`config.mk`:
```
export PLATFORM = sky130hd
export DESIGN_NAME = hps_cmd_queue
export DESIGN_NICKNAME = d
export VERILOG_FILES = /design/src/rtl/hps_cmd_pkg.sv /design/src/rtl/hps_cmd_fifo.sv /design/src/rtl/hps_cmd_queue.sv
export SDC_FILE = /design/constraint.sdc
export NUM_CORES = 1
export LEC_CHECK = 0
export CELL_PAD_IN_SITES_DETAIL_PLACEMENT = 1
export CELL_PAD_IN_SITES_GLOBAL_PLACEMENT = 1
export CORE_ASPECT_RATIO = 0.6
export CORE_UTILIZATION = 36
export CTS_BUF_LIST = sky130_fd_sc_hd__clkbuf_4 sky130_fd_sc_hd__clkbuf_8
export CTS_CLUSTER_DIAMETER = 40
export CTS_CLUSTER_SIZE = 28
export DETAILED_ROUTE_END_ITERATION = 10
export PLACE_DENSITY_LB_ADDON = 0.15
export SYNTH_ARGS = -nofsm -noshare
export SYNTH_HDL_FRONTEND = slang
export SYNTH_SLANG_ARGS = --single-unit
```
`constraint.sdc`:
```
create_clock -name clk_clk -period 24.4 [get_ports clk_clk]
set_input_delay 4.88 -clock clk_clk [delete_from_list [all_inputs] [get_ports clk_clk]]
set_output_delay 4.88 -clock clk_clk [all_outputs]
set_load 0.05 [all_outputs]
```
`src/rtl/hps_cmd_pkg.sv`:
```
// hps_cmd_pkg: shared FSM state type and status word bit positions
package hps_cmd_pkg;
    typedef enum logic [1:0] {IDLE, ISSUE, BUSY} state_t;
    localparam int STAT_CNT_LSB = 0;
    localparam int STAT_OCC_LSB = 16;
    localparam int STAT_OVF     = 24;
    localparam int STAT_TMO     = 25;
    localparam int STAT_BUSY    = 26;
endpackage

```
`src/rtl/hps_cmd_fifo.sv`:
```
// hps_cmd_fifo: show-ahead synchronous FIFO with occupancy count and sync clear
module hps_cmd_fifo #(
    parameter int W     = 96,
    parameter int DEPTH = 8
) (
    input  logic                       clk_clk,
    input  logic                       reset_reset_n,
    input  logic                       i_clr,
    input  logic                       i_push,
    input  logic                       i_pop,
    input  logic [W-1:0]               i_data,
    output logic [W-1:0]               o_head,
    output logic [$clog2(DEPTH):0]     o_count
);
    localparam int AW = $clog2(DEPTH);

    logic [W-1:0]  r_mem [DEPTH];
    logic [AW-1:0] r_wptr;
    logic [AW-1:0] r_rptr;
    logic [AW:0]   r_count;

    // storage array; a push into a full FIFO is only issued alongside a pop,
    // so overwriting the slot under the read pointer is safe
    always_ff @(posedge clk_clk) begin
        if (i_push) r_mem[r_wptr] <= i_data;
    end

    // pointers and occupancy, cleared by reset or the soft clear
    always_ff @(posedge clk_clk) begin
        if (!reset_reset_n || i_clr) begin
            r_wptr  <= '0;
            r_rptr  <= '0;
            r_count <= '0;
        end else begin
            if (i_push) r_wptr <= r_wptr + 1'b1;
            if (i_pop)  r_rptr <= r_rptr + 1'b1;
            r_count <= r_count + {{AW{1'b0}}, i_push} - {{AW{1'b0}}, i_pop};
        end
    end

    assign o_head  = r_mem[r_rptr];
    assign o_count = r_count;
endmodule

```
`src/rtl/hps_cmd_queue.sv`:
```
// hps_cmd_queue: queues HPS PIO commands and dispatches them to the coprocessor
module hps_cmd_queue
    import hps_cmd_pkg::*;
#(
    parameter int DATA_W      = 32,
    parameter int NUM_CH      = 3,
    parameter int DEPTH       = 8,
    parameter int TIMEOUT_CYC = 5000000
) (
    input  logic                     clk_clk,
    input  logic                     reset_reset_n,
    input  logic                     soft_rst,
    input  logic                     start,
    input  logic [NUM_CH*DATA_W-1:0] ch_data,
    output logic                     cmd_valid,
    output logic [NUM_CH*DATA_W-1:0] cmd_data,
    input  logic                     cmd_ready,
    input  logic                     op_done,
    output logic                     done,
    output logic [31:0]              status
);
    localparam int W  = NUM_CH * DATA_W;
    localparam int AW = $clog2(DEPTH);
    localparam int TW = $clog2(TIMEOUT_CYC + 1);

    state_t        r_state;
    state_t        w_state_nxt;
    logic          r_start_q;
    logic [TW-1:0] r_timer;
    logic [TW-1:0] w_timer_nxt;
    logic [15:0]   r_cnt;
    logic [15:0]   w_cnt_nxt;
    logic          r_ovf;
    logic          w_ovf_nxt;
    logic          r_tmo;
    logic          w_tmo_nxt;
    logic          r_done;
    logic [31:0]   r_status;
    logic [31:0]   w_status;
    logic          w_push;
    logic          w_push_acc;
    logic          w_pop;
    logic [AW:0]   w_occ;
    logic [AW:0]   w_occ_nxt;
    logic [W-1:0]  w_head;

    hps_cmd_fifo #(.W(W), .DEPTH(DEPTH)) u_fifo (
        .clk_clk       (clk_clk),
        .reset_reset_n (reset_reset_n),
        .i_clr         (soft_rst),
        .i_push        (w_push_acc),
        .i_pop         (w_pop),
        .i_data        (ch_data),
        .o_head        (w_head),
        .o_count       (w_occ)
    );

    // queue handshakes, next-state logic and the next status word; soft_rst overrides all
    always_comb begin
        w_pop       = (r_state == ISSUE) && cmd_ready && !soft_rst;
        w_push      = start && !r_start_q && !soft_rst;
        w_push_acc  = w_push && ((w_occ < (AW+1)'(DEPTH)) || w_pop);
        w_occ_nxt   = soft_rst ? '0 : w_occ + {{AW{1'b0}}, w_push_acc} - {{AW{1'b0}}, w_pop};
        w_state_nxt = r_state;
        w_timer_nxt = r_timer;
        w_cnt_nxt   = r_cnt;
        w_ovf_nxt   = r_ovf || (w_push && !w_push_acc);
        w_tmo_nxt   = r_tmo;
        if (soft_rst) begin
            w_state_nxt = IDLE;
            w_timer_nxt = '0;
            w_cnt_nxt   = '0;
            w_ovf_nxt   = 1'b0;
            w_tmo_nxt   = 1'b0;
        end else if (r_state == IDLE) begin
            if (w_occ != '0) w_state_nxt = ISSUE;
        end else if (r_state == ISSUE) begin
            if (cmd_ready) begin
                w_state_nxt = BUSY;
                w_timer_nxt = '0;
            end
        end else if (op_done) begin
            w_state_nxt = IDLE;
            w_cnt_nxt   = r_cnt + 16'd1;
        end else if (r_timer == TW'(TIMEOUT_CYC - 1)) begin
            w_state_nxt = IDLE;
            w_tmo_nxt   = 1'b1;
        end else begin
            w_timer_nxt = r_timer + 1'b1;
        end
        w_status                       = '0;
        w_status[STAT_CNT_LSB +: 16]   = w_cnt_nxt;
        w_status[STAT_OCC_LSB +: 8]    = 8'(w_occ_nxt);
        w_status[STAT_OVF]             = w_ovf_nxt;
        w_status[STAT_TMO]             = w_tmo_nxt;
        w_status[STAT_BUSY]            = (w_state_nxt == BUSY);
    end

    // state, counters, edge detect and registered outputs
    always_ff @(posedge clk_clk) begin
        if (!reset_reset_n) begin
            r_state   <= IDLE;
            r_start_q <= 1'b1;
            r_timer   <= '0;
            r_cnt     <= '0;
            r_ovf     <= 1'b0;
            r_tmo     <= 1'b0;
            r_done    <= 1'b1;
            r_status  <= '0;
        end else begin
            r_state   <= w_state_nxt;
            r_start_q <= start;
            r_timer   <= w_timer_nxt;
            r_cnt     <= w_cnt_nxt;
            r_ovf     <= w_ovf_nxt;
            r_tmo     <= w_tmo_nxt;
            r_done    <= (w_state_nxt == IDLE) && (w_occ_nxt == '0);
            r_status  <= w_status;
        end
    end

    assign cmd_valid = (r_state == ISSUE);
    assign cmd_data  = w_head;
    assign done      = r_done;
    assign status    = r_status;
endmodule

```
---- Yosys cells after proc, flatten, opt, wreduce, memory -nomap -nowiden ----
Memory sizes are Yosys's and may differ from the RTL's. A register that Yosys moved wholly into a read port is not among the register bits.
Index checks and enable logic that the tools add are counted.
word-level totals
  flip-flop bits (word level) ............. 87
  latch bits .............................. 0
  memory bits (writable) .................. 768
  memory bits (read-only) ................. 0
  input port bits ......................... 102
  output and inout port bits .............. 130
  word-level logic and storage cells ...... 74
  memories kept ........................... 1
memories
  name          words  width  rd ports  clocked after memory_dff  wr ports  line                source
  u_fifo.r_mem  8      96     1         1                         1         hps_cmd_fifo.sv:17  logic [W-1:0] r_mem [DEPTH];
cells by class
  $add $sub $neg .......................... 6
  $mul .................................... 0
  divide/modulo/power cells ............... 0
  magnitude comparators ................... 1
  equal/unequal tests ..................... 6
  shift-type cells ........................ 0
  muxes and demuxes ....................... 26
  bitwise gates (word level) .............. 2
  reductions and logical operators ........ 20
operators by type and width
  kind                   number
  $mux 23                4
  $mux 16                4
  $add 23x1->23 const B  1
  $eq 23x23->1 const B   1
  $add 16x1->16 const B  1
  $mux 2                 7
  $mux 1                 8
  $logic_and 1x1->1      7
  $add 3x1->3 const B    2
  $mux 3                 2
  $add 4x1->4            1
  $logic_not 1->1        4
  $logic_not 2->1        2
  $logic_not 4->1        1
  $lt 4x4->1 const B     1
  $mux 4                 1
  $ne 2x2->1 const B     2
  $reduce_and 4->1       1
  $reduce_bool 4->1      1
  $sub 4x1->4            1
  $logic_or 1x1->1       3
  $eq 2x1->1 const B     1
  $eq 2x2->1 const B     1
  $ne 2x1->1 const B     1
  other kinds (2)        3

---- Logic depth before layout (Yosys ltp) ----
Gate-level depths: netlist of run 1.
  depth in word-level cells ............... 10
  gate-level depth with buffers ........... 11
  depth with buffers taken out ............ 11

---- By module ----
A second synthesis of run 1 with hierarchy kept.
second synthesis, totals
  cell total of the unflattened synthesis .. 1467
  area total of the unflattened synthesis .. 31956.9 um2
modules (own cells, without submodules)
  module         instances  cells each  area an instance (um2)  sequential area each (um2)
  hps_cmd_fifo   1          1177        29423.2                 23322.4
  hps_cmd_queue  1          290         2533.7                  1001.0

---- Worst setup path before layout of run 1 ----
OpenSTA, ideal clock, no wires.
  path kind ............................... input port to flip-flop
  start ................................... input cmd_ready
  end ..................................... memory u_fifo.r_mem[4][0] (enable)
  library setup time ...................... 688 ps
  data arrival time ....................... 12728 ps
  data required time ...................... 23712 ps
  slack ................................... 10984 ps
  cell stages on the path ................. 4
  path buffers ............................ 0
  cell sequence ........................... nand3b_1 a2111oi_4 nand2b_1 nor3b_1
on the way
  word-level cells in the longest chain between the ends .. 6
ends and longest elaborated chain
  what                            line                 source
  start: declaration              hps_cmd_queue.sv:17  input logic cmd_ready,
  $logic_and 1x1->1 (2 in a row)  hps_cmd_queue.sv:60  w_pop = (r_state == ISSUE) && cmd_ready && !soft_rst;
  $logic_or 1x1->1                hps_cmd_queue.sv:62  w_push_acc = w_push && ((w_occ < (AW+1)'(DEPTH)) || w_pop);
  $logic_and 1x1->1               hps_cmd_queue.sv:62
  $mux 1                          hps_cmd_fifo.sv:25   if (i_push) r_mem[r_wptr] <= i_data;
  $mux 1 (implied by the code)    hps_cmd_fifo.sv:25
  end: declaration                hps_cmd_fifo.sv:17
Every way passes these cells.

==> results of run 1 <==
-- registers in the layout, indices dropped and copies added (netlist names), named ones only --
signal          cells
done                1
u_fifo.o_count      4
u_fifo.r_mem      768
r_timer            23
status              8
r_start_q           1
r_state             2
u_fifo.r_rptr       3
r_cnt              15
u_fifo.r_wptr       3
-- worst max-delay path, stage by stage, from the launching register on --
cell and delay, ns:
sky130_fd_sc_hd__dfxtp_4 0.80, sky130_fd_sc_hd__buf_4 0.76, sky130_fd_sc_hd__buf_4 0.85, sky130_fd_sc_hd__mux4_2 0.43, sky130_fd_sc_hd__mux2_2 0.28, sky130_fd_sc_hd__clkdlybuf4s50_1 0.75
-- per-layer routing --
layer / up-vias / part of all wire [%]
met4: 10 / 1.7
li1: 6603 / -
met2: 251 / 49
met1: 8047 / 45
met5: - / 0.089
met3: 104 / 4.2
-- cell families after synthesis --
logic type / Yosys count / share of synthesized area (%)
flops: 831 / 76.56
mux: 291 / 17.11
simple gates: 157 / 2.651
buf+inv: 94 / 1.410
compound gates: 54 / 1.178
xor+xnor: 24 / 0.6616
fa+ha+maj: 10 / 0.4175
other cells: 1 / 0.01180
-- power groups by stage --
stage          combinational (mW)  clock [mW]  sequential (mW)
6_report                   0.0669        1.08             1.56
5_1_grt                    0.0713        1.16             1.56
4_1_cts                    0.0678        1.12             1.56
3_5_place_dp               0.0676           0             1.59
3_3_place_gp               0.0652           0             1.59
2_1_floorplan              0.0255           0             1.59
-- cell usage after synthesis (all sizes together), types with 2 or more instances --
| cell | n | area (um2) |
|---|---|---|
| nor3b | 4 | 30.03 |
| xor2 | 13 | 113.9 |
| or4 | 7 | 56.30 |
| o21ai | 15 | 86.33 |
| or3 | 13 | 81.33 |
| inv | 14 | 52.55 |
| nor3 | 10 | 71.32 |
| and4 | 2 | 17.52 |
| nand3 | 8 | 40.04 |
| xnor2 | 11 | 96.34 |
| a21oi | 20 | 118.9 |
| edfxtp | 768 | 23060 |
| mux4 | 192 | 4324 |
| nand2b | 5 | 31.28 |
| clkbuf | 41 | 155.1 |
| o211ai | 9 | 67.56 |
| mux2 | 96 | 1081 |
| dfxtp | 63 | 1261 |
| o31ai | 2 | 15.01 |
| nor2 | 44 | 165.2 |
| ha | 9 | 112.6 |
| nand2 | 28 | 105.1 |
| mux2i | 3 | 30.03 |
| buf | 39 | 240.2 |
| nor2b | 2 | 12.51 |
| o2111ai | 2 | 17.52 |
| nand4 | 14 | 87.58 |
| and3 | 5 | 31.28 |
| and2 | 4 | 25.02 |
| nor4 | 6 | 43.79 |
-- stage by stage --
stage               worst slack, ns  instance area, um2  cells  utilization (%)
finish                        14.82               37560   2972            43.47
global route                  14.52               37550   2969            43.46
CTS                           14.57               37540   2965            43.45
detailed placement            15.23               35320   2778            40.88
global placement              15.24               35320   2778            40.88
floorplan                     10.98               31800   1470                -
-- path summary, 6_finish.rpt --
kind                            startpoint             endpoint  depth (start not counted)
worst min-delay path            r_timer[4]           r_timer[4]                          2
worst max-delay path             flip-flop         cmd_data[51]                          5
worst max register to register  r_state[1]  u_fifo.r_mem[6][12]                          6
worst min register to register  r_timer[4]           r_timer[4]                          2
-- area by class of cell --
cell class,count,area (um2)
fillers,8055,48850
flip-flops and latches,831,24330
multi-input cells,545,7073
repair buffers,241,2427
well taps,1147,1435
clock buffers,102,1391
clock inverters,85,825.8
inverters,14,52.55
diodes,7,17.52
==> flow_summary.html, run 1 <==
<table>
<tr><th>Metric</th><th>Value</th></tr>
<tr><th colspan="2">Run status</th></tr>
<tr><td>Status</td><td>completed</td></tr>
<tr><th colspan="2">STA</th></tr>
<tr><td>Ratio of final minimum period to clock period</td><td>between 30% and 40%</td></tr>
<tr><td>Slew at the pin closest to its max-slew limit</td><td>between 1 and 1.5 ns</td></tr>
<tr><td>Worst hold slack</td><td>slightly above 0.5 ns</td></tr>
<tr><td>Setup repair after global routing missed its margin</td><td>false</td></tr>
<tr><td>Final total negative setup slack</td><td>0 ns</td></tr>
<tr><td>Slew Limit Headroom</td><td>a little over a quarter</td></tr>
<tr><td>Final number of setup-violating endpoints</td><td>0</td></tr>
<tr><td>Final setup skew</td><td>between 0.02 and 0.03 ns</td></tr>
<tr><td>Max Transition Viols Final</td><td>0</td></tr>
<tr><td>Crit path time final</td><td>9.582 ns</td></tr>
<tr><td>Fin. Hold Viols</td><td>0</td></tr>
<tr><td>Maximum clock rate</td><td>104.4 MHz</td></tr>
<tr><th colspan="2">Clock network</th></tr>
<tr><td>Clock-pin slew of the registers on the worst-case setup and hold paths</td><td>0.08 ns</td></tr>
<tr><td>Root Buffer</td><td>sky130_fd_sc_hd__clkbuf_8</td></tr>
<tr><td>Hold Buf Count CTS</td><td>0</td></tr>
<tr><td>Number of buffers between clock root and the deepest sink</td><td>3</td></tr>
<tr><td>Number of buffers created by CTS</td><td>100</td></tr>
<tr><td>Post-CTS Repair Setup Buffers</td><td>0</td></tr>
<tr><td>Clk sinks</td><td>~830</td></tr>
<tr><td>Clk Latency, worst-skew pair</td><td>between 0.7 and 0.8 ns</td></tr>
<tr><td>CTS H-tree lvls</td><td>3</td></tr>
<tr><td>Clock tree from TritonCTS</td><td>yes</td></tr>
<tr><td>Post-CTS sizing</td><td>0</td></tr>
<tr><th colspan="2">Place</th></tr>
<tr><td>HPWL after detailed placement</td><td>37.64 mm</td></tr>
<tr><td>Placer Congestion</td><td>0.7367</td></tr>
<tr><td># port buffers</td><td>~220</td></tr>
<tr><th colspan="2">GRT</th></tr>
<tr><td>Global-route track usage on met3</td><td>3.857%</td></tr>
<tr><td>Number of antenna violations at the first check in global routing</td><td>10</td></tr>
<tr><td>Global Route Usage Sum</td><td>around 16%</td></tr>
<tr><td>M1 GR Usage</td><td>a little over a fifth</td></tr>
<tr><td>Most utilized layer in the global route result</td><td>met2</td></tr>
<tr><td>Met2 Usage GRT</td><td>a little over a quarter</td></tr>
<tr><td>Leftover overflow at the end of global routing</td><td>0</td></tr>
<tr><td>Vias in the first global route</td><td>roughly 16000</td></tr>
<tr><td>Wire length of the first global-routing pass</td><td>~110 mm</td></tr>
<tr><td>Pin count of the biggest net entering global routing</td><td>109</td></tr>
<tr><th colspan="2">Routing</th></tr>
<tr><td>Detailed-route wire length per cell</td><td>between 20 and 25 um</td></tr>
<tr><td>Vias per std cell</td><td>a little over 5</td></tr>
<tr><td>Router iterations before antenna repair</td><td>5</td></tr>
<tr><td>DR vias</td><td>between 15000 and 20000</td></tr>
<tr><td>Iter 0 DRT Violations</td><td>between 800 and 900</td></tr>
<tr><td>Sum of routed wire length over all layers</td><td>~72 mm</td></tr>
<tr><td>Number of remaining DRC errors</td><td>0</td></tr>
<tr><td>Routed Antenna Nets</td><td>0</td></tr>
<tr><th colspan="2">Layout</th></tr>
<tr><td>P&amp;R area growth vs syn</td><td>18.22%</td></tr>
<tr><td>Most frequent cells in the layout</td><td>sky130_fd_sc_hd__edfxtp_1 (768), sky130_fd_sc_hd__clkdlybuf4s50_1 (222), sky130_fd_sc_hd__mux4_2 (192), sky130_fd_sc_hd__clkbuf_8 (100), sky130_fd_sc_hd__mux2_2 (96)</td></tr>
<tr><td>Commonest non-fill, non-tap cell in the layout</td><td>sky130_fd_sc_hd__edfxtp_1</td></tr>
<tr><td>Nets</td><td>between 1500 and 2000</td></tr>
<tr><td>Proportion of layout cells with a drive suffix above 1</td><td>about 28%</td></tr>
<tr><th colspan="2">Pwr</th></tr>
<tr><td>Sw Share</td><td>around a quarter</td></tr>
<tr><td>Max rail drop VDD</td><td>~0.039 mV</td></tr>
<tr><td>Total Power Consumption</td><td>2.700 mW</td></tr>
<tr><td>Power dissipated by switching net loads</td><td>between 0.6 and 0.7 mW</td></tr>
<tr><td>Combinational fraction of design power</td><td>2.5%</td></tr>
<tr><td>Internal power consumption</td><td>slightly above 2 mW</td></tr>
<tr><td>Fraction of power consumed by sequential logic</td><td>57.6%</td></tr>
<tr><td>Clock group share of total power</td><td>between 30% and 40%</td></tr>
<tr><td>Power per unit of standard cell area</td><td>approximately 72 mW/mm2</td></tr>
<tr><td>Leakage power total</td><td>11.27 nW</td></tr>
<tr><th colspan="2">Floorplan</th></tr>
<tr><td>DIE WIDTH</td><td>385.5 um</td></tr>
<tr><td>Vertical extent of the die</td><td>232.1 um</td></tr>
<tr><td>Row count</td><td>83</td></tr>
<tr><td>Starting density of the core</td><td>a little under two fifths</td></tr>
<tr><td>Core Footprint</td><td>roughly 0.086 mm2</td></tr>
<tr><td>Die Footprint</td><td>slightly below 0.09 mm2</td></tr>
<tr><td>Number of ports placed on the die boundary</td><td>between 200 and 250</td></tr>
<tr><th colspan="2">Worst setup path</th></tr>
<tr><td>Type of the worst setup path</td><td>flip-flop to output port</td></tr>
<tr><td>Setup slack of the most critical reg-to-reg path</td><td>20.30 ns</td></tr>
<tr><td>Peak fanout along the critical path</td><td>between 50 and 60</td></tr>
<tr><td>Startpoint kind of the worst setup timing path</td><td>flip-flop</td></tr>
<tr><td>Data required time of the critical path</td><td>around 20 ns</td></tr>
<tr><td>Crit path capture type</td><td>output port</td></tr>
<tr><td>Crit path arrival time</td><td>roughly 4.7 ns</td></tr>
<tr><th colspan="2">Synth</th></tr>
<tr><td>Predominant post-synthesis flop cell</td><td>sky130_fd_sc_hd__edfxtp_1</td></tr>
<tr><td>Number of warning messages in the yosys log</td><td>0</td></tr>
<tr><td>Number of flip-flops and latches in the synthesized netlist</td><td>~830</td></tr>
<tr><td>Summed instance area of the synthesized netlist</td><td>around 0.032 mm2</td></tr>
<tr><td>Proportion of register bits with asynchronous set or reset after synthesis</td><td>0%</td></tr>
<tr><td>Per-instance average area after synthesis</td><td>21.73 um2</td></tr>
<tr><td>Number of different library cells in the post-synthesis netlist</td><td>55</td></tr>
<tr><td>Number of flops mapped to enable cells by yosys</td><td>~770</td></tr>
<tr><td>Gate count after technology mapping</td><td>around 1500</td></tr>
<tr><td>Share of the yosys chip area belonging to registers</td><td>76.56%</td></tr>
<tr><th colspan="2">Worst hold path</th></tr>
<tr><td>Worst hold path type</td><td>flip-flop to flip-flop</td></tr>
<tr><th colspan="2">Job</th></tr>
<tr><td>Number of violations of the max-capacitance limit</td><td>0</td></tr>
</table>
(Power assumes the default switching activity.)
==> run 2: changes to the inputs <==
clock period = 10 ns   (was 24.4 ns; I/O delays follow)
==> flow_summary.html, run 2 (synthesis results as in run 1) <==
<table>
<tr><th>Metric</th><th>Value</th></tr>
<tr><th colspan="2">Run status</th></tr>
<tr><td>Status</td><td>completed</td></tr>
<tr><th colspan="2">Routing</th></tr>
<tr><td>Router iterations before antenna repair</td><td>5 (unchanged)</td></tr>
<tr><td>Detailed-route wire length per cell</td><td>24.66 um (+1.6%)</td></tr>
<tr><td>Number of remaining DRC errors</td><td>0 (unchanged)</td></tr>
<tr><td>Vias per std cell</td><td>5.075 (+0.45%)</td></tr>
<tr><td>Routed Antenna Nets</td><td>0 (unchanged)</td></tr>
<tr><td>Iter 0 DRT Violations</td><td>1116 (+35%)</td></tr>
<tr><td>Sum of routed wire length over all layers</td><td>73.03 mm (+1.2%)</td></tr>
<tr><td>DR vias</td><td>15030 (+0.080%)</td></tr>
<tr><th colspan="2">Layout</th></tr>
<tr><td>Proportion of layout cells with a drive suffix above 1</td><td>28.11% (-0.28 points)</td></tr>
<tr><td>Biggest registers after layout</td><td>u_fifo.r_mem x768, r_timer x23, r_cnt x15</td></tr>
<tr><td>Fin cells</td><td>2961 (-0.37%)</td></tr>
<tr><td>P&amp;R area growth vs syn</td><td>18.76%</td></tr>
<tr><td>Most frequent cells in the layout</td><td>sky130_fd_sc_hd__edfxtp_1 (768), sky130_fd_sc_hd__clkdlybuf4s50_1 (222), sky130_fd_sc_hd__mux4_2 (192), sky130_fd_sc_hd__mux2_2 (96), sky130_fd_sc_hd__clkbuf_8 (96)</td></tr>
<tr><td>Commonest non-fill, non-tap cell in the layout</td><td>sky130_fd_sc_hd__edfxtp_1</td></tr>
<tr><td>Number of flip-flops under the largest register name</td><td>768 (unchanged)</td></tr>
<tr><td>Filler Cell Count</td><td>8006 (-0.61%)</td></tr>
<tr><td>Nets</td><td>1844 (-0.054%)</td></tr>
<tr><td>Top reg by flops</td><td>u_fifo.r_mem</td></tr>
<tr><th colspan="2">Worst setup path</th></tr>
<tr><td>Data required time of the critical path</td><td>8.00 ns (-11.52 ns)</td></tr>
<tr><td>Setup slack of the most critical reg-to-reg path</td><td>5.88 ns (-14.42 ns)</td></tr>
<tr><td>Worst flop-to-flop path startpoint</td><td>r_state[1]</td></tr>
<tr><td>Crit path arrival time</td><td>4.03 ns (-0.67 ns)</td></tr>
<tr><td>Depth of the worst register-to-register path</td><td>6 (unchanged)</td></tr>
<tr><td>Crit path capture type</td><td>output port</td></tr>
<tr><td>RR Endpoint</td><td>u_fifo.r_mem[1][45]</td></tr>
<tr><td>Peak fanout along the critical path</td><td>46 (-16%)</td></tr>
<tr><td>Type of the worst setup path</td><td>flip-flop to output port</td></tr>
<tr><td>Startpoint kind of the worst setup timing path</td><td>flip-flop</td></tr>
<tr><th colspan="2">Place</th></tr>
<tr><td>Placed cell count</td><td>2782 (+0.14%)</td></tr>
<tr><td># port buffers</td><td>222 (unchanged)</td></tr>
<tr><td>HPWL after detailed placement</td><td>41.04 mm (+9.0%)</td></tr>
<tr><td>Placer Congestion</td><td>0.7686 (+4.3%)</td></tr>
<tr><td>Place WS</td><td>3.696 ns (-11.53 ns)</td></tr>
<tr><th colspan="2">Floorplan</th></tr>
<tr><td>Vertical extent of the die</td><td>232.1 um (unchanged)</td></tr>
<tr><td>Core Footprint</td><td>0.08640 mm2 (unchanged)</td></tr>
<tr><td>Row count</td><td>83 (unchanged)</td></tr>
<tr><td>DIE WIDTH</td><td>385.5 um (unchanged)</td></tr>
<tr><td>Number of ports placed on the die boundary</td><td>232 (unchanged)</td></tr>
<tr><td>Die Footprint</td><td>0.08948 mm2 (unchanged)</td></tr>
<tr><td>Starting density of the core</td><td>36.77% (unchanged)</td></tr>
<tr><th colspan="2">Clock network</th></tr>
<tr><td>Number of buffers between clock root and the deepest sink</td><td>3 (unchanged)</td></tr>
<tr><td>Number of buffers created by CTS</td><td>95 (-5.0%)</td></tr>
<tr><td>Post-CTS Repair Setup Buffers</td><td>0 (unchanged)</td></tr>
<tr><td>CTS H-tree lvls</td><td>3 (unchanged)</td></tr>
<tr><td>Clock tree from TritonCTS</td><td>yes</td></tr>
<tr><td>Post-CTS sizing</td><td>0 (unchanged)</td></tr>
<tr><td>Clk Latency, worst-skew pair</td><td>0.77 ns (about the same)</td></tr>
<tr><td>Clk sinks</td><td>831 (unchanged)</td></tr>
<tr><td>Root Buffer</td><td>sky130_fd_sc_hd__clkbuf_8</td></tr>
<tr><td>Hold Buf Count CTS</td><td>0 (unchanged)</td></tr>
<tr><td>Clock-pin slew of the registers on the worst-case setup and hold paths</td><td>0.10 ns (+0.02 ns)</td></tr>
<tr><th colspan="2">STA</th></tr>
<tr><td>Ratio of final minimum period to clock period</td><td>between 60 and 70%</td></tr>
<tr><td>Slew Limit Headroom</td><td>25.67% (-1.3 points)</td></tr>
<tr><td>Maximum clock rate</td><td>165.7 MHz</td></tr>
<tr><td>Final setup skew</td><td>0.03851 ns (+0.009543 ns)</td></tr>
<tr><td>Slew at the pin closest to its max-slew limit</td><td>1.115 ns (+0.01995 ns)</td></tr>
<tr><td>Worst hold slack</td><td>0.4960 ns (-0.006887 ns)</td></tr>
<tr><td>Fin. Hold Viols</td><td>0 (unchanged)</td></tr>
<tr><td>Max Transition Viols Final</td><td>0 (unchanged)</td></tr>
<tr><td>Setup repair after global routing missed its margin</td><td>false</td></tr>
<tr><td>Post-route setup slack</td><td>3.966 ns (-10.85 ns)</td></tr>
<tr><td>Crit path time final</td><td>between 6 and 7 ns</td></tr>
<tr><td>Final number of setup-violating endpoints</td><td>0 (unchanged)</td></tr>
<tr><th colspan="2">GRT</th></tr>
<tr><td>Wire length of the first global-routing pass</td><td>108.1 mm (+1.4%)</td></tr>
<tr><td>Global Route Usage Sum</td><td>16.51% (+0.23 points)</td></tr>
<tr><td>Most utilized layer in the global route result</td><td>met2</td></tr>
<tr><td>Leftover overflow at the end of global routing</td><td>0 (unchanged)</td></tr>
<tr><td>Vias in the first global route</td><td>16270 (-1.1%)</td></tr>
<tr><td>M1 GR Usage</td><td>23.40% (+1.5 points)</td></tr>
<tr><td>Number of antenna violations at the first check in global routing</td><td>6 (-4)</td></tr>
<tr><td>Pin count of the biggest net entering global routing</td><td>99 (-9.2%)</td></tr>
<tr><td>Global-route track usage on met3</td><td>3.289% (-0.57 points)</td></tr>
<tr><td>Met2 Usage GRT</td><td>26.01% (-0.46 points)</td></tr>
<tr><th colspan="2">Pwr</th></tr>
<tr><td>Fraction of power consumed by sequential logic</td><td>56.1% (-1.5 points)</td></tr>
<tr><td>Total Power Consumption</td><td>6.764 mW (+150%)</td></tr>
<tr><td>Combinational fraction of design power</td><td>2.4% (about the same)</td></tr>
<tr><td>Sw Share</td><td>23.16% (-0.72 points)</td></tr>
<tr><td>Power per unit of standard cell area</td><td>179.3 mW/mm2 (+150%)</td></tr>
<tr><td>Leakage power total</td><td>11.35 nW (+0.70%)</td></tr>
<tr><td>Power dissipated by switching net loads</td><td>1.566 mW (+140%)</td></tr>
<tr><td>Max rail drop VDD</td><td>0.09565 mV (+150%)</td></tr>
<tr><td>Clock group share of total power</td><td>41.4% (+1.5 points)</td></tr>
<tr><td>Internal power consumption</td><td>5.197 mW (+150%)</td></tr>
<tr><th colspan="2">Job</th></tr>
<tr><td>Number of violations of the max-capacitance limit</td><td>0 (unchanged)</td></tr>
<tr><th colspan="2">Worst hold path</th></tr>
<tr><td>Worst hold path type</td><td>flip-flop to flip-flop</td></tr>
<tr><td>Hold Startpoint</td><td>status[25]</td></tr>
<tr><td>Cells on Worst Hold Path</td><td>2 (unchanged)</td></tr>
<tr><td>Worst Hold End</td><td>status[25]</td></tr>
</table>
==> run 2: final cells by class <==
cell class	instances	area, um2	area share [%]
well taps	1147	1435	3.804
inverters	14	52.55	0.1393
diodes	3	7.507	0.01990
clock inverters	77	1037	2.749
multi-input cells	545	7098	18.81
repair buffers	245	2420	6.414
clock buffers	99	1344	3.562
flip-flops and latches	831	24330	64.50
==> run 2: how the worst max path moves through the flow <==
stage | slack, ns | cells after the start | to | from
after floorplan | -0.02 | 4 | u_fifo.r_mem[0][0] | cmd_ready
after global placement | 3.83 | 7 | u_fifo.r_mem[3][56] | cmd_ready
after detailed placement | 3.70 | 7 | u_fifo.r_mem[1][63] | cmd_ready
after CTS | 3.73 | 4 | cmd_data[35] | flip-flop
after global routing | 3.63 | 4 | cmd_data[35] | flip-flop
final | 3.97 | 4 | cmd_data[35] | flip-flop
==> run 2: power by group through the flow <==
stage | Combinational, mW | Sequential, mW | Clock [mW]
5_1_grt | 0.176 | 3.80 | 3.01
3_5_place_dp | 0.167 | 3.88 | 0
4_1_cts | 0.168 | 3.80 | 2.90
6_report | 0.165 | 3.80 | 2.80
2_1_floorplan | 0.0624 | 3.88 | 0
3_3_place_gp | 0.161 | 3.88 | 0
==> run 2: routing by layer <==
| layer | wire [um] | part of all wire [%] | vias up |
|---|---|---|---|
| met5 | 27 | 0.037 | - |
| met4 | 1250 | 1.7 | 4 |
| met3 | 2786 | 3.8 | 95 |
| met2 | 34510 | 47 | 275 |
| met1 | 34450 | 47 | 8051 |
| li1 | - | - | 6602 |
==> run 2: worst max-delay path, cell delays in order, from the launching register on <==
cell	delay (ns)
sky130_fd_sc_hd__dfxtp_4	0.69
sky130_fd_sc_hd__buf_4	0.83
sky130_fd_sc_hd__mux4_2	0.60
sky130_fd_sc_hd__mux2_2	0.33
sky130_fd_sc_hd__clkdlybuf4s50_1	0.72
==> run 2: metrics by stage <==
stage | instance area, um2 | TNS [ns] | util, %
6_report | 37730 | 0 | 43.67
3_3_place_gp | 35340 | 0 | 40.90
4_1_cts | 37720 | 0 | 43.66
3_5_place_dp | 35340 | 0 | 40.90
2_1_floorplan | 31820 | -3.372 | -
5_1_grt | 37730 | 0 | 43.66
==> run 3: changes to the inputs <==
clock period = 6.15 ns   (was 10 ns; I/O delays follow)
==> flow_summary.html, run 3 (synthesis results as in run 1) <==
<table>
<tr><th>Metric</th><th>Value</th></tr>
<tr><th colspan="2">Clock network</th></tr>
<tr><td>Post-CTS sizing</td><td>0 (unchanged)</td></tr>
<tr><td>Number of buffers created by CTS</td><td>97 (+2.1%)</td></tr>
<tr><td>Post-CTS Repair Setup Buffers</td><td>0 (unchanged)</td></tr>
<tr><td>Number of buffers between clock root and the deepest sink</td><td>3 (unchanged)</td></tr>
<tr><td>Clock tree from TritonCTS</td><td>yes</td></tr>
<tr><td>Clk Latency, worst-skew pair</td><td>0.75 ns (-0.02 ns)</td></tr>
<tr><td>CTS H-tree lvls</td><td>3 (unchanged)</td></tr>
<tr><td>Root Buffer</td><td>sky130_fd_sc_hd__clkbuf_8</td></tr>
<tr><td>Clock-pin slew of the registers on the worst-case setup and hold paths</td><td>0.08 ns (-0.02 ns)</td></tr>
<tr><td>Clk sinks</td><td>831 (unchanged)</td></tr>
<tr><td>Hold Buf Count CTS</td><td>0 (unchanged)</td></tr>
<tr><th colspan="2">STA</th></tr>
<tr><td>Setup repair after global routing missed its margin</td><td>false</td></tr>
<tr><td>Final total negative setup slack</td><td>0 ns (unchanged)</td></tr>
<tr><td>Crit path time final</td><td>around 4.8 ns</td></tr>
<tr><td>Final setup skew</td><td>0.02560 ns (-0.01291 ns)</td></tr>
<tr><td>Ratio of final minimum period to clock period</td><td>78.59%</td></tr>
<tr><td>Final number of setup-violating endpoints</td><td>0 (unchanged)</td></tr>
<tr><td>Fin. Hold Viols</td><td>0 (unchanged)</td></tr>
<tr><td>Maximum clock rate</td><td>206.9 MHz</td></tr>
<tr><td>Slew at the pin closest to its max-slew limit</td><td>0.9884 ns (-0.1266 ns)</td></tr>
<tr><td>Max Transition Viols Final</td><td>0 (unchanged)</td></tr>
<tr><td>Slew Limit Headroom</td><td>33.89% (+8.2 points)</td></tr>
<tr><td>Post-route setup slack</td><td>1.316 ns (-2.649 ns)</td></tr>
<tr><th colspan="2">GRT</th></tr>
<tr><td>Most utilized layer in the global route result</td><td>met2</td></tr>
<tr><td>Global-route track usage on met3</td><td>3.653% (+0.36 points)</td></tr>
<tr><td>Global Route Usage Sum</td><td>16.30% (-0.20 points)</td></tr>
<tr><td>Number of antenna violations at the first check in global routing</td><td>7 (+1)</td></tr>
<tr><td>Pin count of the biggest net entering global routing</td><td>97 (-2.0%)</td></tr>
<tr><td>Wire length of the first global-routing pass</td><td>107.5 mm (-0.56%)</td></tr>
<tr><td>Vias in the first global route</td><td>16450 (+1.2%)</td></tr>
<tr><td>M1 GR Usage</td><td>22.77% (-0.63 points)</td></tr>
<tr><td>Leftover overflow at the end of global routing</td><td>0 (unchanged)</td></tr>
<tr><td>Met2 Usage GRT</td><td>25.76% (-0.25 points)</td></tr>
<tr><th colspan="2">Floorplan</th></tr>
<tr><td>Starting density of the core</td><td>36.77% (unchanged)</td></tr>
<tr><td>Number of ports placed on the die boundary</td><td>232 (unchanged)</td></tr>
<tr><td>Die Footprint</td><td>0.08948 mm2 (unchanged)</td></tr>
<tr><td>Vertical extent of the die</td><td>232.1 um (unchanged)</td></tr>
<tr><td>Core Footprint</td><td>0.08640 mm2 (unchanged)</td></tr>
<tr><td>Row count</td><td>83 (unchanged)</td></tr>
<tr><td>DIE WIDTH</td><td>385.5 um (unchanged)</td></tr>
<tr><th colspan="2">Layout</th></tr>
<tr><td>Nets</td><td>1848 (+0.22%)</td></tr>
<tr><td>Design Area, Final</td><td>0.03777 mm2 (+0.11%)</td></tr>
<tr><td>Proportion of layout cells with a drive suffix above 1</td><td>28.37% (+0.26 points)</td></tr>
<tr><td>Commonest non-fill, non-tap cell in the layout</td><td>sky130_fd_sc_hd__edfxtp_1</td></tr>
<tr><td>Top reg by flops</td><td>u_fifo.r_mem</td></tr>
<tr><td>Most frequent cells in the layout</td><td>sky130_fd_sc_hd__edfxtp_1 (768), sky130_fd_sc_hd__clkdlybuf4s50_1 (222), sky130_fd_sc_hd__mux4_2 (192), sky130_fd_sc_hd__clkbuf_8 (99), sky130_fd_sc_hd__mux2_2 (96)</td></tr>
<tr><td>P&amp;R area growth vs syn</td><td>18.89%</td></tr>
<tr><td>Biggest registers after layout</td><td>u_fifo.r_mem x768, r_timer x23, r_cnt x15</td></tr>
<tr><td>Number of flip-flops under the largest register name</td><td>768 (unchanged)</td></tr>
<tr><th colspan="2">Routing</th></tr>
<tr><td>Routed Antenna Nets</td><td>0 (unchanged)</td></tr>
<tr><td>Sum of routed wire length over all layers</td><td>71.69 mm (-1.8%)</td></tr>
<tr><td>Detailed-route wire length per cell</td><td>24.14 um (-2.1%)</td></tr>
<tr><td>Number of remaining DRC errors</td><td>0 (unchanged)</td></tr>
<tr><td>DR vias</td><td>15020 (-0.060%)</td></tr>
<tr><td>Vias per std cell</td><td>5.057 (-0.36%)</td></tr>
<tr><td>Router iterations before antenna repair</td><td>4 (-1)</td></tr>
<tr><td>Iter 0 DRT Violations</td><td>910 (-18%)</td></tr>
<tr><th colspan="2">Pwr</th></tr>
<tr><td>Leakage power total</td><td>11.31 nW (-0.34%)</td></tr>
<tr><td>Max rail drop VDD</td><td>0.1472 mV (+54%)</td></tr>
<tr><td>Power per unit of standard cell area</td><td>281.8 mW/mm2 (+57%)</td></tr>
<tr><th colspan="2">Place</th></tr>
<tr><td>Placer Congestion</td><td>0.7348 (-4.4%)</td></tr>
<tr><td>Place WS</td><td>1.635 ns (-2.061 ns)</td></tr>
<tr><td>Placement Cell Area</td><td>0.03558 mm2 (+0.68%)</td></tr>
<tr><td># port buffers</td><td>222 (unchanged)</td></tr>
<tr><td>HPWL after detailed placement</td><td>37.90 mm (-7.6%)</td></tr>
<tr><th colspan="2">Worst hold path</th></tr>
<tr><td>Hold Startpoint</td><td>status[24]</td></tr>
<tr><td>Cells on Worst Hold Path</td><td>2 (unchanged)</td></tr>
<tr><td>Worst Hold End</td><td>status[24]</td></tr>
<tr><td>Worst hold path type</td><td>flip-flop to flip-flop</td></tr>
<tr><th colspan="2">Worst setup path</th></tr>
<tr><td>Crit path arrival time</td><td>3.60 ns (-0.43 ns)</td></tr>
<tr><td>RR Endpoint</td><td>u_fifo.r_mem[4][89]</td></tr>
<tr><td>Type of the worst setup path</td><td>flip-flop to output port</td></tr>
<tr><td>Crit path capture type</td><td>output port</td></tr>
<tr><td>Worst flop-to-flop path startpoint</td><td>r_state[1]</td></tr>
<tr><td>Depth of the worst register-to-register path</td><td>6 (unchanged)</td></tr>
<tr><td>Data required time of the critical path</td><td>4.92 ns (-3.08 ns)</td></tr>
<tr><td>Startpoint kind of the worst setup timing path</td><td>flip-flop</td></tr>
<tr><td>Peak fanout along the critical path</td><td>26 (-43%)</td></tr>
<tr><td>Setup slack of the most critical reg-to-reg path</td><td>3.02 ns (-2.86 ns)</td></tr>
<tr><th colspan="2">Run status</th></tr>
<tr><td>Status</td><td>completed</td></tr>
<tr><th colspan="2">Job</th></tr>
<tr><td>Number of violations of the max-capacitance limit</td><td>0 (unchanged)</td></tr>
</table>
## run 3: report_power, final
part	internal [mW]	switching (mW)	leakage [nW]
Combinational	0.101	0.162	2.79
Sequential	6.17	0.00411	7.42
Clock	1.94	2.27	1.10
## run 3: critical path, stage by stage (launching register included)
cell	delay, ns
sky130_fd_sc_hd__dfxtp_4	0.66
sky130_fd_sc_hd__buf_4	0.56
sky130_fd_sc_hd__mux4_2	0.57
sky130_fd_sc_hd__mux2_2	0.32
sky130_fd_sc_hd__clkdlybuf4s50_1	0.71
## run 3: through the flow
step           util, %  hold slack (ns)  power (mW)  cells
2_1_floorplan        -           0.4380       6.410   1470
4_1_cts          43.70           0.5023       10.82   2966
3_5_place_dp     41.18           0.4831       6.571   2784
3_3_place_gp     41.18           0.4661       6.561   2784
5_1_grt          43.71           0.5268       11.04   2969
6_report         43.71           0.4935       10.64   2970
## run 3: cell type report
type / instances / area, um2
Multi-Input combinational cell: 545 / 7111
Sequential cell: 831 / 24330
Clock inverter: 76 / 764.5
Timing Repair Buffer: 247 / 2648
Antenna cell: 4 / 10.01
Clock buffer: 106 / 1415
Fill cell: 8061 / 48630
Tap cell: 1147 / 1435
Inverter: 14 / 52.55
## run 3: worst max path at each step
| stage | cells past startpoint | endpoint | start | slack (ns) |
|---|---|---|---|---|
| finish | 4 | cmd_data[70] | flip-flop | 1.32 |
| global route | 4 | cmd_data[17] | flip-flop | 1.0 |
| CTS | 4 | cmd_data[17] | flip-flop | 1.10 |
| detailed placement | 7 | u_fifo.r_mem[4][44] | cmd_ready | 1.64 |
| floorplan | 4 | u_fifo.r_mem[4][0] | cmd_ready | -0.25 |
| global placement | 7 | u_fifo.r_mem[4][44] | cmd_ready | 1.70 |
## run 3: routing by layer
metal / wire length [um] / vias to the layer above
met2: 34050 / 270
met1: 33230 / 8021
li1: - / 6615
met4: 1184 / 8
met3: 3185 / 104
met5: 46 / -
==> RTL change, RTL diff (config.mk and constraints of run 3) <==
Reset style: asynchronous (`reset_reset_n`), changed in one clocked block.
--- a/src/rtl/hps_cmd_queue.sv
+++ b/src/rtl/hps_cmd_queue.sv
@@ -99,3 +99,3 @@
     // state, counters, edge detect and registered outputs
-    always_ff @(posedge clk_clk) begin
+    always_ff @(posedge clk_clk or negedge reset_reset_n) begin
         if (!reset_reset_n) begin
Formal check against the unedited RTL: not equivalent (Yosys sat finds a counterexample within 4 cycles, from zero or initial values and one cycle with reset_reset_n low).
==> RTL change against run 3 <==
Cell area up 0.93%; sequential cell count did not move; non-clock buffer count is 11 higher; largest cell class unchanged; first-iteration DRC count is 4.4% higher; highest routed layer unchanged; via count is 0.17% lower; area after synthesis increased by 0.35%; worst setup slack lost 0.16 ns; routed wire length rose by 1.2%.
Power is not compared: it rests on default switching activity, and its combinational part moved more than twofold at a synthesized area within 25%.
==> RTL change: results (changes against run 3) <==
outcome -> complete, no violations
Non-Clock Inverter Count -> 13 (-1)
GRT Util Overall -> 16.5% (+0.17 points)
Synth area leaders -> edfxtp_1 (72%), mux4_2 (14%), dfrtp_1 (3.8%)
M2 GR Usage -> 25.6% (-0.20 points)
Hold Crit Start -> u_fifo.r_rptr[1]$_SDFFE_PP0P_
Starting DRT DRC Count -> 950 (+4.4%)
Place WS -> 1.49 ns (-0.145 ns)
Critical Path AT -> 3.76 ns (+0.16 ns)
multi-input gates -> 542 (-0.55%)
Distinct cells, synth -> 56 (+1.8%)
met3 usage -> 3.56% (-0.094 points)
Final min period -> 4.99 ns (+0.156 ns)
vias post-DR -> 14,992 (-0.17%)
synth cell count leaders -> edfxtp_1 (768), mux4_2 (192), mux2_2 (96)
Filler cells -> 8,159 (+1.2%)
final core utilization -> 43.5% (-0.22 points)
Signal buffers -> 258 (+4.5%)
First-pass DRT Iterations -> 5 (+1)
cell total after placement -> 2,805 (+0.75%)
dpl cell area -> 35,800 um2 (+0.59%)
vias in the first global route -> 16,236 (-1.3%)
initial antenna violation count -> 6 (-1)
GPL Wtd Cong -> 0.739 (+0.57%)
post-synthesis mux area share -> 17.0% (-0.092 points)
worst setup path endpoint -> cmd_data[72]
register area share after synthesis -> 77.1% (+0.52 points)
ClkCell Share -> 6.09% (+0.32 points)
flop2flop setup slack -> 2.80 ns (-0.22 ns)
reg-to-reg critical path endpoint -> u_fifo.r_mem[6][59]$_DFFE_PP_
storage element area -> 24,600 um2 (+1.0%)
global-route wire length before repair -> 108,000 um (+0.76%)
WL met3 -> 3020 um (-5.3%)
DR WL met2 -> 34,200 um (+0.31%)
fraction of the mapped netlist area in compound gates -> 1.15% (-0.028 points)
asr flop ratio synth -> 6.02% (+6.0 points)
WL met1 -> 34,000 um (+2.2%)
Final nets -> 1,855 (+0.38%)
share of layout cells above drive strength 1 -> 28.8% (+0.40 points)
Synth Area in XOR/XNOR -> 0.577% (-0.085 points)
Fin Hold WS -> 0.500 ns (+0.00657 ns)
R2R cell count -> 5 (-1)
clock skew -> 0.0410 ns (+0.0154 ns)
footprint of the multi-input gates -> 6990 um2 (-1.7%)
[RTL change: cell count changes after synthesis, moves of 5 or more]
cell	before	now
a21oi_1	15	21
a21oi_2	5	0
dfrtp_1	0	48
dfxtp_1	63	13
nor2_1	44	50
o21ai_0	9	17
xor2_1	13	7
[RTL change: power groups by stage]
| stage | registers [mW] | logic [mW] | clock network [mW] |
|---|---|---|---|
| 4_1_cts | 6.23 | 0.694 | 4.60 |
| 5_1_grt | 6.23 | 0.727 | 4.80 |
| 6_report | 6.23 | 0.679 | 4.43 |
| 2_1_floorplan | 6.37 | 0.382 | 0 |
| 3_5_place_dp | 6.36 | 0.691 | 0 |
| 3_3_place_gp | 6.36 | 0.685 | 0 |
[RTL change: worst max-delay path, stage by stage, from the launching register on]
cell and delay, ns:
dfxtp_4 0.95, buf_4 0.46, mux4_2 0.55, mux2_2 0.30, clkdlybuf4s50_1 0.71
